**config.mk**
```make
export PLATFORM = sky130hd
export DESIGN_NAME = cache_mem_arbiter
export DESIGN_NICKNAME = d
export VERILOG_FILES = /design/src/rtl/pipeline_types.sv /design/src/rtl/cache_arb_grant.sv /design/src/rtl/cache_mem_arbiter.sv
export SDC_FILE = /design/constraint.sdc
export NUM_CORES = 1
export LEC_CHECK = 0
export BUFFER_PORTS_ARGS = -buffer_cell sky130_fd_sc_hd__buf_2
export CAP_MARGIN = 20
export CORE_AREA = 2 2 560 562
export CTS_CLUSTER_DIAMETER = 200
export CTS_CLUSTER_SIZE = 8
export DETAILED_ROUTE_END_ITERATION = 8
export DIE_AREA = 0 0 562 564
export GPL_TIMING_DRIVEN = 1
export RECOVER_POWER = 50
export SYNTH_ARGS = -nofsm -noshare
export SYNTH_HDL_FRONTEND = slang
export SYNTH_HIERARCHICAL = 1
export SYNTH_SLANG_ARGS = --single-unit
```
**constraint.sdc**
```tcl
create_clock -name clk -period 2.2 [get_ports clk]
set_input_delay 0.22 -clock clk [delete_from_list [all_inputs] [get_ports clk]]
set_output_delay 0.22 -clock clk [all_outputs]
set_load 0.02 [all_outputs]
```
**src/rtl/pipeline_types.sv**
```systemverilog
// Shared types for the cache/memory arbiter: bus widths, FSM states, owner encoding.
// Optional feature macro used by the arbiter files: ARB_ROUND_ROBIN_EN.
package pipeline_types;

  typedef logic [31:0]  bus32_t;
  typedef logic [255:0] bus256_t;

  localparam int BUS32_W  = $bits(bus32_t);
  localparam int BUS256_W = $bits(bus256_t);

  typedef enum logic [1:0] {
    ST_IDLE  = 2'd0,
    ST_ISSUE = 2'd1,
    ST_WAIT  = 2'd2
  } arb_state_e;

  typedef enum logic [1:0] {
    OWN_NONE  = 2'd0,
    OWN_IC    = 2'd1,
    OWN_DC_RD = 2'd2,
    OWN_DC_WR = 2'd3
  } owner_e;

  // True when the owner belongs to the dcache requester class.
  function automatic logic is_dcache(input owner_e o);
    return (o == OWN_DC_RD) || (o == OWN_DC_WR);
  endfunction

endpackage

```
**src/rtl/cache_arb_grant.sv**
```systemverilog
// Grant selection for the cache/memory arbiter.
// Default: fixed priority dcache write > dcache read > icache read.
// With ARB_ROUND_ROBIN_EN: a last-grant pointer alternates icache/dcache classes
// when both request; writeback still precedes refill inside the dcache class.
module cache_arb_grant
  import pipeline_types::*;
(
`ifdef ARB_ROUND_ROBIN_EN
  input  logic   clk,
  input  logic   rst,
  input  logic   i_take,
`endif
  input  logic   i_ic_req,
  input  logic   i_dc_rd_req,
  input  logic   i_dc_wr_req,
  output owner_e o_grant
);

  owner_e w_dc_pick;

  // Pick inside the dcache class: a victim writeback always beats its refill.
  always_comb begin
    w_dc_pick = OWN_NONE;
    if (i_dc_wr_req) begin
      w_dc_pick = OWN_DC_WR;
    end else if (i_dc_rd_req) begin
      w_dc_pick = OWN_DC_RD;
    end else begin
      w_dc_pick = OWN_NONE;
    end
  end

`ifdef ARB_ROUND_ROBIN_EN
  logic r_last_dc;

  // Remember which class won the most recent grant (starts as dcache).
  always_ff @(posedge clk) begin
    if (rst) begin
      r_last_dc <= 1'b1;
    end else if (i_take && (o_grant != OWN_NONE)) begin
      r_last_dc <= is_dcache(o_grant);
    end else begin
      r_last_dc <= r_last_dc;
    end
  end

  // Alternate classes when both request, otherwise serve whoever asks.
  always_comb begin
    o_grant = OWN_NONE;
    if ((w_dc_pick != OWN_NONE) && i_ic_req) begin
      o_grant = r_last_dc ? OWN_IC : w_dc_pick;
    end else if (w_dc_pick != OWN_NONE) begin
      o_grant = w_dc_pick;
    end else if (i_ic_req) begin
      o_grant = OWN_IC;
    end else begin
      o_grant = OWN_NONE;
    end
  end
`else
  // Fixed priority: dcache class first, icache last.
  always_comb begin
    o_grant = OWN_NONE;
    if (w_dc_pick != OWN_NONE) begin
      o_grant = w_dc_pick;
    end else if (i_ic_req) begin
      o_grant = OWN_IC;
    end else begin
      o_grant = OWN_NONE;
    end
  end
`endif

endmodule

```
**src/rtl/cache_mem_arbiter.sv**
```systemverilog
// Arbitrates icache refills, dcache refills and dcache writebacks onto one
// memory port, one transaction at a time (IDLE -> ISSUE -> WAIT).
// Optional macro: ARB_ROUND_ROBIN_EN (round-robin between icache and dcache).
module cache_mem_arbiter
  import pipeline_types::*;
#(
  parameter int LINE_WIDTH = BUS256_W,
  parameter int ADDR_WIDTH = BUS32_W
) (
  input  logic                  clk,
  input  logic                  rst,
  input  logic                  icache_rd_req,
  input  logic [ADDR_WIDTH-1:0] icache_rd_addr,
  output logic                  icache_ret_valid,
  output logic [LINE_WIDTH-1:0] icache_ret_data,
  input  logic                  dcache_rd_req,
  input  logic [ADDR_WIDTH-1:0] dcache_rd_addr,
  output logic                  dcache_ret_valid,
  output logic [LINE_WIDTH-1:0] dcache_ret_data,
  input  logic                  dcache_wr_req,
  input  logic [ADDR_WIDTH-1:0] dcache_wr_addr,
  input  logic [LINE_WIDTH-1:0] dcache_wr_data,
  output logic                  dcache_wr_done,
  output logic                  mem_req,
  output logic                  mem_we,
  output logic [ADDR_WIDTH-1:0] mem_addr,
  output logic [LINE_WIDTH-1:0] mem_wdata,
  input  logic                  mem_ack,
  input  logic                  mem_ret_valid,
  input  logic [LINE_WIDTH-1:0] mem_rdata
);

  arb_state_e            r_state;
  arb_state_e            w_state_nxt;
  owner_e                r_owner;
  owner_e                r_done_owner;
  owner_e                w_grant;
  logic [ADDR_WIDTH-1:0] r_addr;
  logic                  r_we;
  logic [LINE_WIDTH-1:0] r_wdata;
  logic [ADDR_WIDTH-1:0] w_sel_addr;
  logic                  w_sel_we;
  logic [LINE_WIDTH-1:0] w_sel_wdata;
  logic                  w_take;
  logic                  w_complete;
  logic                  w_live;
  logic                  w_pulse;
  logic                  w_ic_req;
  logic                  w_dc_rd_req;
  logic                  w_dc_wr_req;

  // The requester just answered may still show its old level for one cycle;
  // hide it so that stale level cannot win a second grant.
  assign w_ic_req    = icache_rd_req & (r_done_owner != OWN_IC);
  assign w_dc_rd_req = dcache_rd_req & (r_done_owner != OWN_DC_RD);
  assign w_dc_wr_req = dcache_wr_req & (r_done_owner != OWN_DC_WR);

  cache_arb_grant u_grant (
`ifdef ARB_ROUND_ROBIN_EN
    .clk         (clk),
    .rst         (rst),
    .i_take      (w_take),
`endif
    .i_ic_req    (w_ic_req),
    .i_dc_rd_req (w_dc_rd_req),
    .i_dc_wr_req (w_dc_wr_req),
    .o_grant     (w_grant)
  );

  // Next-state logic; completion may come with the ack while still in ISSUE.
  always_comb begin
    w_state_nxt = r_state;
    w_take      = 1'b0;
    w_complete  = 1'b0;
    case (r_state)
      ST_IDLE: begin
        if (w_grant != OWN_NONE) begin
          w_take      = 1'b1;
          w_state_nxt = ST_ISSUE;
        end else begin
          w_state_nxt = ST_IDLE;
        end
      end
      ST_ISSUE: begin
        if (mem_ack && mem_ret_valid) begin
          w_complete  = 1'b1;
          w_state_nxt = ST_IDLE;
        end else if (mem_ack) begin
          w_state_nxt = ST_WAIT;
        end else begin
          w_state_nxt = ST_ISSUE;
        end
      end
      ST_WAIT: begin
        if (mem_ret_valid) begin
          w_complete  = 1'b1;
          w_state_nxt = ST_IDLE;
        end else begin
          w_state_nxt = ST_WAIT;
        end
      end
      default: begin
        w_state_nxt = ST_IDLE;
      end
    endcase
  end

  // Steer the winning requester's fields toward the transaction latches.
  always_comb begin
    w_sel_addr  = {ADDR_WIDTH{1'b0}};
    w_sel_we    = 1'b0;
    w_sel_wdata = {LINE_WIDTH{1'b0}};
    case (w_grant)
      OWN_IC: begin
        w_sel_addr = icache_rd_addr;
      end
      OWN_DC_RD: begin
        w_sel_addr = dcache_rd_addr;
      end
      OWN_DC_WR: begin
        w_sel_addr  = dcache_wr_addr;
        w_sel_we    = 1'b1;
        w_sel_wdata = dcache_wr_data;
      end
      default: begin
        w_sel_addr  = {ADDR_WIDTH{1'b0}};
        w_sel_we    = 1'b0;
        w_sel_wdata = {LINE_WIDTH{1'b0}};
      end
    endcase
  end

  // State, owner and latched request fields.
  always_ff @(posedge clk) begin
    if (rst) begin
      r_state      <= ST_IDLE;
      r_owner      <= OWN_NONE;
      r_done_owner <= OWN_NONE;
      r_addr       <= {ADDR_WIDTH{1'b0}};
      r_we         <= 1'b0;
      r_wdata      <= {LINE_WIDTH{1'b0}};
    end else begin
      r_state      <= w_state_nxt;
      r_done_owner <= w_pulse ? r_owner : OWN_NONE;
      if (w_take) begin
        r_owner <= w_grant;
        r_addr  <= w_sel_addr;
        r_we    <= w_sel_we;
        r_wdata <= w_sel_wdata;
      end else if (w_complete) begin
        r_owner <= OWN_NONE;
        r_addr  <= r_addr;
        r_we    <= r_we;
        r_wdata <= r_wdata;
      end else begin
        r_owner <= r_owner;
        r_addr  <= r_addr;
        r_we    <= r_we;
        r_wdata <= r_wdata;
      end
    end
  end

  // Every output is forced quiet while reset is high, even mid-transaction.
  assign w_live  = ~rst;
  assign w_pulse = w_live & w_complete;

  assign mem_req   = w_live & (r_state == ST_ISSUE);
  assign mem_we    = mem_req & r_we;
  assign mem_addr  = mem_req ? r_addr : {ADDR_WIDTH{1'b0}};
  assign mem_wdata = mem_req ? r_wdata : {LINE_WIDTH{1'b0}};

  assign icache_ret_valid = w_pulse & (r_owner == OWN_IC);
  assign dcache_ret_valid = w_pulse & (r_owner == OWN_DC_RD);
  assign dcache_wr_done   = w_pulse & (r_owner == OWN_DC_WR);
  assign icache_ret_data  = icache_ret_valid ? mem_rdata : {LINE_WIDTH{1'b0}};
  assign dcache_ret_data  = dcache_ret_valid ? mem_rdata : {LINE_WIDTH{1'b0}};

endmodule
```
## Word level (Yosys, flattened, before mapping)

Index checks and enable logic that the tools add are counted.

| word-level totals | value |
|---|---|
| register bits after elaboration | 295 |
| bits of input ports | 615 |
| output and inout port bits | 805 |
| logic and storage cells | 57 |

| operators by class | value |
|---|---|
| equality and inequality tests | 11 |
| mux-type cells | 23 |
| bitwise operators | 11 |
| reductions and logical operators | 6 |

Operators with widths:

| cell | number |
|---|---|
| $mux 256 | 4 |
| $pmux 32 s3 | 1 |
| $mux 32 | 1 |
| $mux 2 | 8 |
| $eq 2x2->1 const B | 5 |
| $and 1x1->1 | 9 |
| $mux 1 | 7 |
| $eq 2x1->1 const B | 3 |
| $pmux 2 s3 | 1 |
| $reduce_bool 2->1 | 3 |
| $ne 2x2->1 const B | 2 |
| $logic_not 2->1 | 1 |
| $ne 2x1->1 const B | 1 |
| $not 1->1 | 2 |
| $pmux 1 s2 | 1 |
| $reduce_or 2->1 | 1 |
| $logic_and 1x1->1 | 1 |

## Logic depth before layout (Yosys ltp)

| depth | value |
|---|---|
| depth after elaboration | 10 |
| gate-level depth with buffers | 10 |
| mapped depth without buffers | 7 |

## By module

Netlist, hierarchy kept.

Modules (own cells, without submodules):

| module | times used | cells each | area an instance (sq um) | seq. area each (sq um) |
|---|---|---|---|---|
| cache_mem_arbiter | 1 | 2023 | 16180.5 | 5905.7 |
| cache_arb_grant | 1 | 3 | 17.5 | 0.0 |

## Worst setup path before layout

OpenSTA, ideal clock, no wires.

| timing path | value |
|---|---|
| kind | flip-flop to output port |
| start point | reg r_state[0] |
| end point | out dcache_ret_data[100] |
| data arrival time | 1.688 ns |
| required time | 1.980 ns |
| path slack | 0.292 ns |
| cell stages (with the launch flop) | 9 |
| buffers on the path | 3 |
| cells stage by stage | dfxtp_1 > inv_1 > ha_1 > nand2_1 > nor3_4 > buf_4 > buf_8 > buf_6 > and3_1 |

| on the way | value |
|---|---|
| longest elaborated chain between the ends | 5 |
| elaborated cells on any way between the ends | 6 |
| classes of those cells | eq/ne (2); mux (2); bitwise (2) |

RTL lines:

| what | RTL line | RTL |
|---|---|---|
| start, declared | cache_mem_arbiter.sv:33 | `arb_state_e r_state;` |
| start signal, assigned | cache_mem_arbiter.sv:143 | `r_state <= w_state_nxt;` |
| $eq 2x2->1 or $eq 2x1->1 (tied branches) | cache_mem_arbiter.sv:75 | `case (r_state)` |
| $pmux 1 s2 (*) | cache_mem_arbiter.sv:75 |  |
| $and 1x1->1 (*) | cache_mem_arbiter.sv:166 | `assign w_pulse = w_live & w_complete;` |
| $and 1x1->1 (*) | cache_mem_arbiter.sv:174 | `assign dcache_ret_valid = w_pulse & (r_owner == OWN_DC_RD);` |
| $mux 256 (*) | cache_mem_arbiter.sv:177 | `assign dcache_ret_data = dcache_ret_valid ? mem_rdata : {LINE_WIDTH{1'b0}};` |
| end, declared | cache_mem_arbiter.sv:19 | `output logic [LINE_WIDTH-1:0] dcache_ret_data,` |

Mark *: on every way between the ends. The rest lies on a longest branch, timed or not.

## Worst setup path in the final report

| timing path | value |
|---|---|
| start point | reg r_state[1] |
| end point | out icache_ret_data[214] |

| on the way | value |
|---|---|
| longest elaborated chain between the ends | 5 |
| elaborated cells on any way between the ends | 6 |
| classes of those cells | eq/ne (2); mux (2); bitwise (2) |

RTL lines:

| what | RTL line | RTL |
|---|---|---|
| $eq 2x2->1 or $eq 2x1->1 (tied branches) | cache_mem_arbiter.sv:75 |  |
| $pmux 1 s2 (*) | cache_mem_arbiter.sv:75 |  |
| $and 1x1->1 (*) | cache_mem_arbiter.sv:166 |  |
| $and 1x1->1 (*) | cache_mem_arbiter.sv:173 | `assign icache_ret_valid = w_pulse & (r_owner == OWN_IC);` |
| $mux 256 (*) | cache_mem_arbiter.sv:176 | `assign icache_ret_data = icache_ret_valid ? mem_rdata : {LINE_WIDTH{1'b0}};` |
| end, declared | cache_mem_arbiter.sv:15 | `output logic [LINE_WIDTH-1:0] icache_ret_data,` |

Marks and branches as above.

==> results.cfg <==
[die]
dieWidth_um = 562
die_h_um = 564
start_util_pct = 5.21
placementRows = 205
ios = 1420
die_area_mm2 = 0.317
core-area_mm2 = 0.311

[final_layout]
multiInputGateArea_mm2 = 0.00946
finalNetCount = 4315
drive_gt1_share_pct = 47.7
final_util_pct = 12.2
regArea_mm2 = 0.00591
final.fill_count = 35700
area_growth_pct = 134

[cts]
cts_sinks = 295
htree_levels = 2
clk_pin_slew_ns = 0.06
cts_tree = built
insertion_delay_ns = 0.66
cts_buffer_depth = 3
cts_root_buf = clkbuf_16
numCtsBuffers = 43

[worst_setup_path]
critPathSlowestCell = dfxtp_2
end_kind = primary output
critPathMaxStageDelay_ns = 0.35
path_max_fanout = 19
cp_cell_sequence = inv_4 > ha_4 > nand2_4 > nor3_4 > buf_12 > buf_16 > buf_4 > clkbuf_16 > and3_1 > buf_2
crit_type = flop to primary output
critPathArrivalTime_ns = 2.66
startpoint_type = flop
cp_data_required_time_ns = 1.98

[timing]
drv_slew = 0
period_needed_ns = 2.88
finalClockSkew_ns = 0.0305
setup_viol = 859
timing.final.ws_setup_ns = -0.679
hold_viol_final = 0
tightest_slew_ns = 1.10
timing.fmax_ghz = 0.347
rsz0062_at_grt = yes
relSlewSlack_pct = 26.5
fin_crit_sh_pct = 131

[outcome]
outcome = finished, violations left
violations = negative setup slack

[route]
wl_per_cell_um = 29.7
drtPass1Iterations = 7
num_vias = 23900
wirelength_um = 236000
ant_nets = 0
drt_iter0_drc = 1431
vias_per_cell = 3.01
drc = 0

[synth]
synth_top_cell_area_share_pct = 36.5
yosys_warnings = 6
synth.distinct_cells = 31
synth.area.top_cells = dfxtp_1 36%, and3_1 20%, a22oi_1 12%, and2_1 11%, nor2_1 6.7%
yosysSeqAreaShare_pct = 36.5
synth_largest_area_cell = dfxtp_1
ys_seq_elements = 295
syn_area_mm2 = 0.0162
syn_avg_cell_area_um2 = 8.00
syn_nets = 2646
synth_cells = 2026

[grt]
gr-usage-all-layers_pct = 14.1
globalRoute.totalOverflow = 0
grt_pass1_vias = 23000
antenna_found_initial = 187
grt_max_degree = 170
grt_pass1_wl_um = 281000

[placed_design]
dp_hpwl_um = 205000
globalplace.congestion = 0.965
pre_cts_slack_ns = -0.559
numPortBuffers = 1419

[min_path]
hp-class = input pin to flop

[flow_run]
cap_viol_max_count = 0

[pwr]
power_density_mw_per_mm2 = 459
vdd_drop_max_uv = 568
power_leakage_nw = 17.9
cells in the mapped netlist:
| library cell | count |
|---|---|
| buf_4 | 17 |
| buf_2 | 55 |
| a211oi_1 | 2 |
| a22oi_1 | 256 |
| nand2_1 | 3 |
| inv_1 | 5 |
| o21a_1 | 2 |
| nor2_1 | 287 |
| a21o_1 | 1 |
| mux2_2 | 30 |
| nor3_4 | 1 |
| and3_1 | 514 |
| and2_1 | 293 |
| clkbuf_2 | 29 |
| o21ai_1 | 1 |
| o22ai_1 | 32 |
| nor4_1 | 1 |
| nand3b_1 | 1 |
| a21oi_2 | 1 |
| o211ai_1 | 2 |
| nor2b_1 | 3 |
| buf_6 | 20 |
| dfxtp_1 | 295 |
| buf_8 | 2 |
| ha_1 | 5 |
| a21oi_1 | 5 |
| or2_1 | 1 |
| nor3_1 | 33 |
| and2b_1 | 2 |
| a21boi_0 | 2 |
| clkbuf_1 | 125 |
through the flow:
stage                     instance area, um2  TNS [ns]  power (W)  hold WS, ns  std cells
final                                  38000   -407.76     0.0174       0.0502       7933
after detailed placement               31900    -24.09     0.0103        0.469       7469
after floorplan                        16200         0    0.00764        0.299       2026
after global placement                 31900    -35.34     0.0103        0.463       7469
after CTS                              36900   -506.13     0.0178      0.00835       7823
after global routing                   37900   -550.05     0.0182       0.0591       7902
logic make-up (layout without fill, tap and decap cells):
logic type / after synthesis / in the layout / share of synthesized area (%)
AOI/OAI and AO/OA: 304 / 304 / 13.8
adders and majority gates: 5 / 5 / 0.386
buffers and inverters: 253 / 1926 / 7.97
other: 0 / 94 / 0
DFF: 295 / 295 / 36.5
and+or+nand+nor: 1139 / 1139 / 39.3
muxes: 30 / 30 / 2.09
power breakdown:
part           switching (W)  internal, W
clock                0.00302      0.00364
sequential          0.000234      0.00573
combinational        0.00291      0.00189
total                0.00616       0.0113
cell usage in the layout, fill, tap and decap left out, types with 2 or more instances in the layout:
cell / count
and2b_4: 2
and2_1: 293
buf_4: 126
nor2_1: 287
clkbuf_16: 53
mux2_1: 3
inv_1: 3
clkbuf_2: 6
and3_2: 9
clkbuf_4: 6
buf_2: 1083
dfxtp_2: 2
ha_1: 2
o211ai_1: 2
nor2b_1: 2
buf_16: 9
inv_16: 2
diode_2: 94
ha_2: 2
o21a_1: 2
dfxtp_1: 293
a21boi_0: 2
and3_1: 426
mux2_2: 27
a21oi_1: 5
dlygate4sd3_1: 286
buf_6: 80
a22oi_1: 256
o22ai_1: 32
buf_8: 10
buf_12: 256
nand2_1: 2
nor3_1: 33
and3_4: 79
registers in the layout (all words and copies together) (netlist names):
| signal | cells |
|---|---|
| r_wdata | 256 |
| r_addr | 32 |
| r_done_owner | 2 |
| r_owner | 2 |
| r_state | 2 |
| r_we | 1 |
timing repair:
action,CTS,global route
setup buffers,13,7
hold buffers,286,0
setup endpoints to repair,858,865
cloned,6,11
pin swaps,4,8
resized for setup,201,169
hold endpoints to repair,287,0
path summary, 6_finish.rpt:
kind,from,to,slack (ns),cells past startpoint
worst max-delay path,r_state[1],icache_ret_data[214],-0.68,10
worst min-delay path,icache_rd_addr[21],r_addr[21],0.05,4
worst max register to register,r_done_owner[0],r_wdata[109],-0.12,7
worst min register to register,r_we,r_we,0.48,2
critical path: cells and delay by family, from the launching register on:
kind | cells | cell delay (ns)
simple gates | 3 | 0.40
buf+inv | 6 | 0.96
flops | 1 | 0.35
fa+ha+maj | 1 | 0.26
final cells by class:
cell class / count / share of cell area [%]
multi-input combinational: 1478 / 24.9
clock buffer: 44 / 2.87
sequential: 295 / 15.6
clock inverter: 5 / 0.277
tap: 4140 / 13.6
inverter: 5 / 0.0560
antenna: 94 / 0.619
timing repair buffer: 1872 / 42.1
routing by layer:
layer	GRT usage, %	vias up	routed length (um)	share of wire (%)
li1	-	10500	-	-
met1	13.9	11300	81200	34
met2	23.0	1565	107000	45
met3	8.77	487	34200	15
met4	6.97	36	13700	5.8
met5	0	-	253	0.11
(Power assumes the default switching activity.)
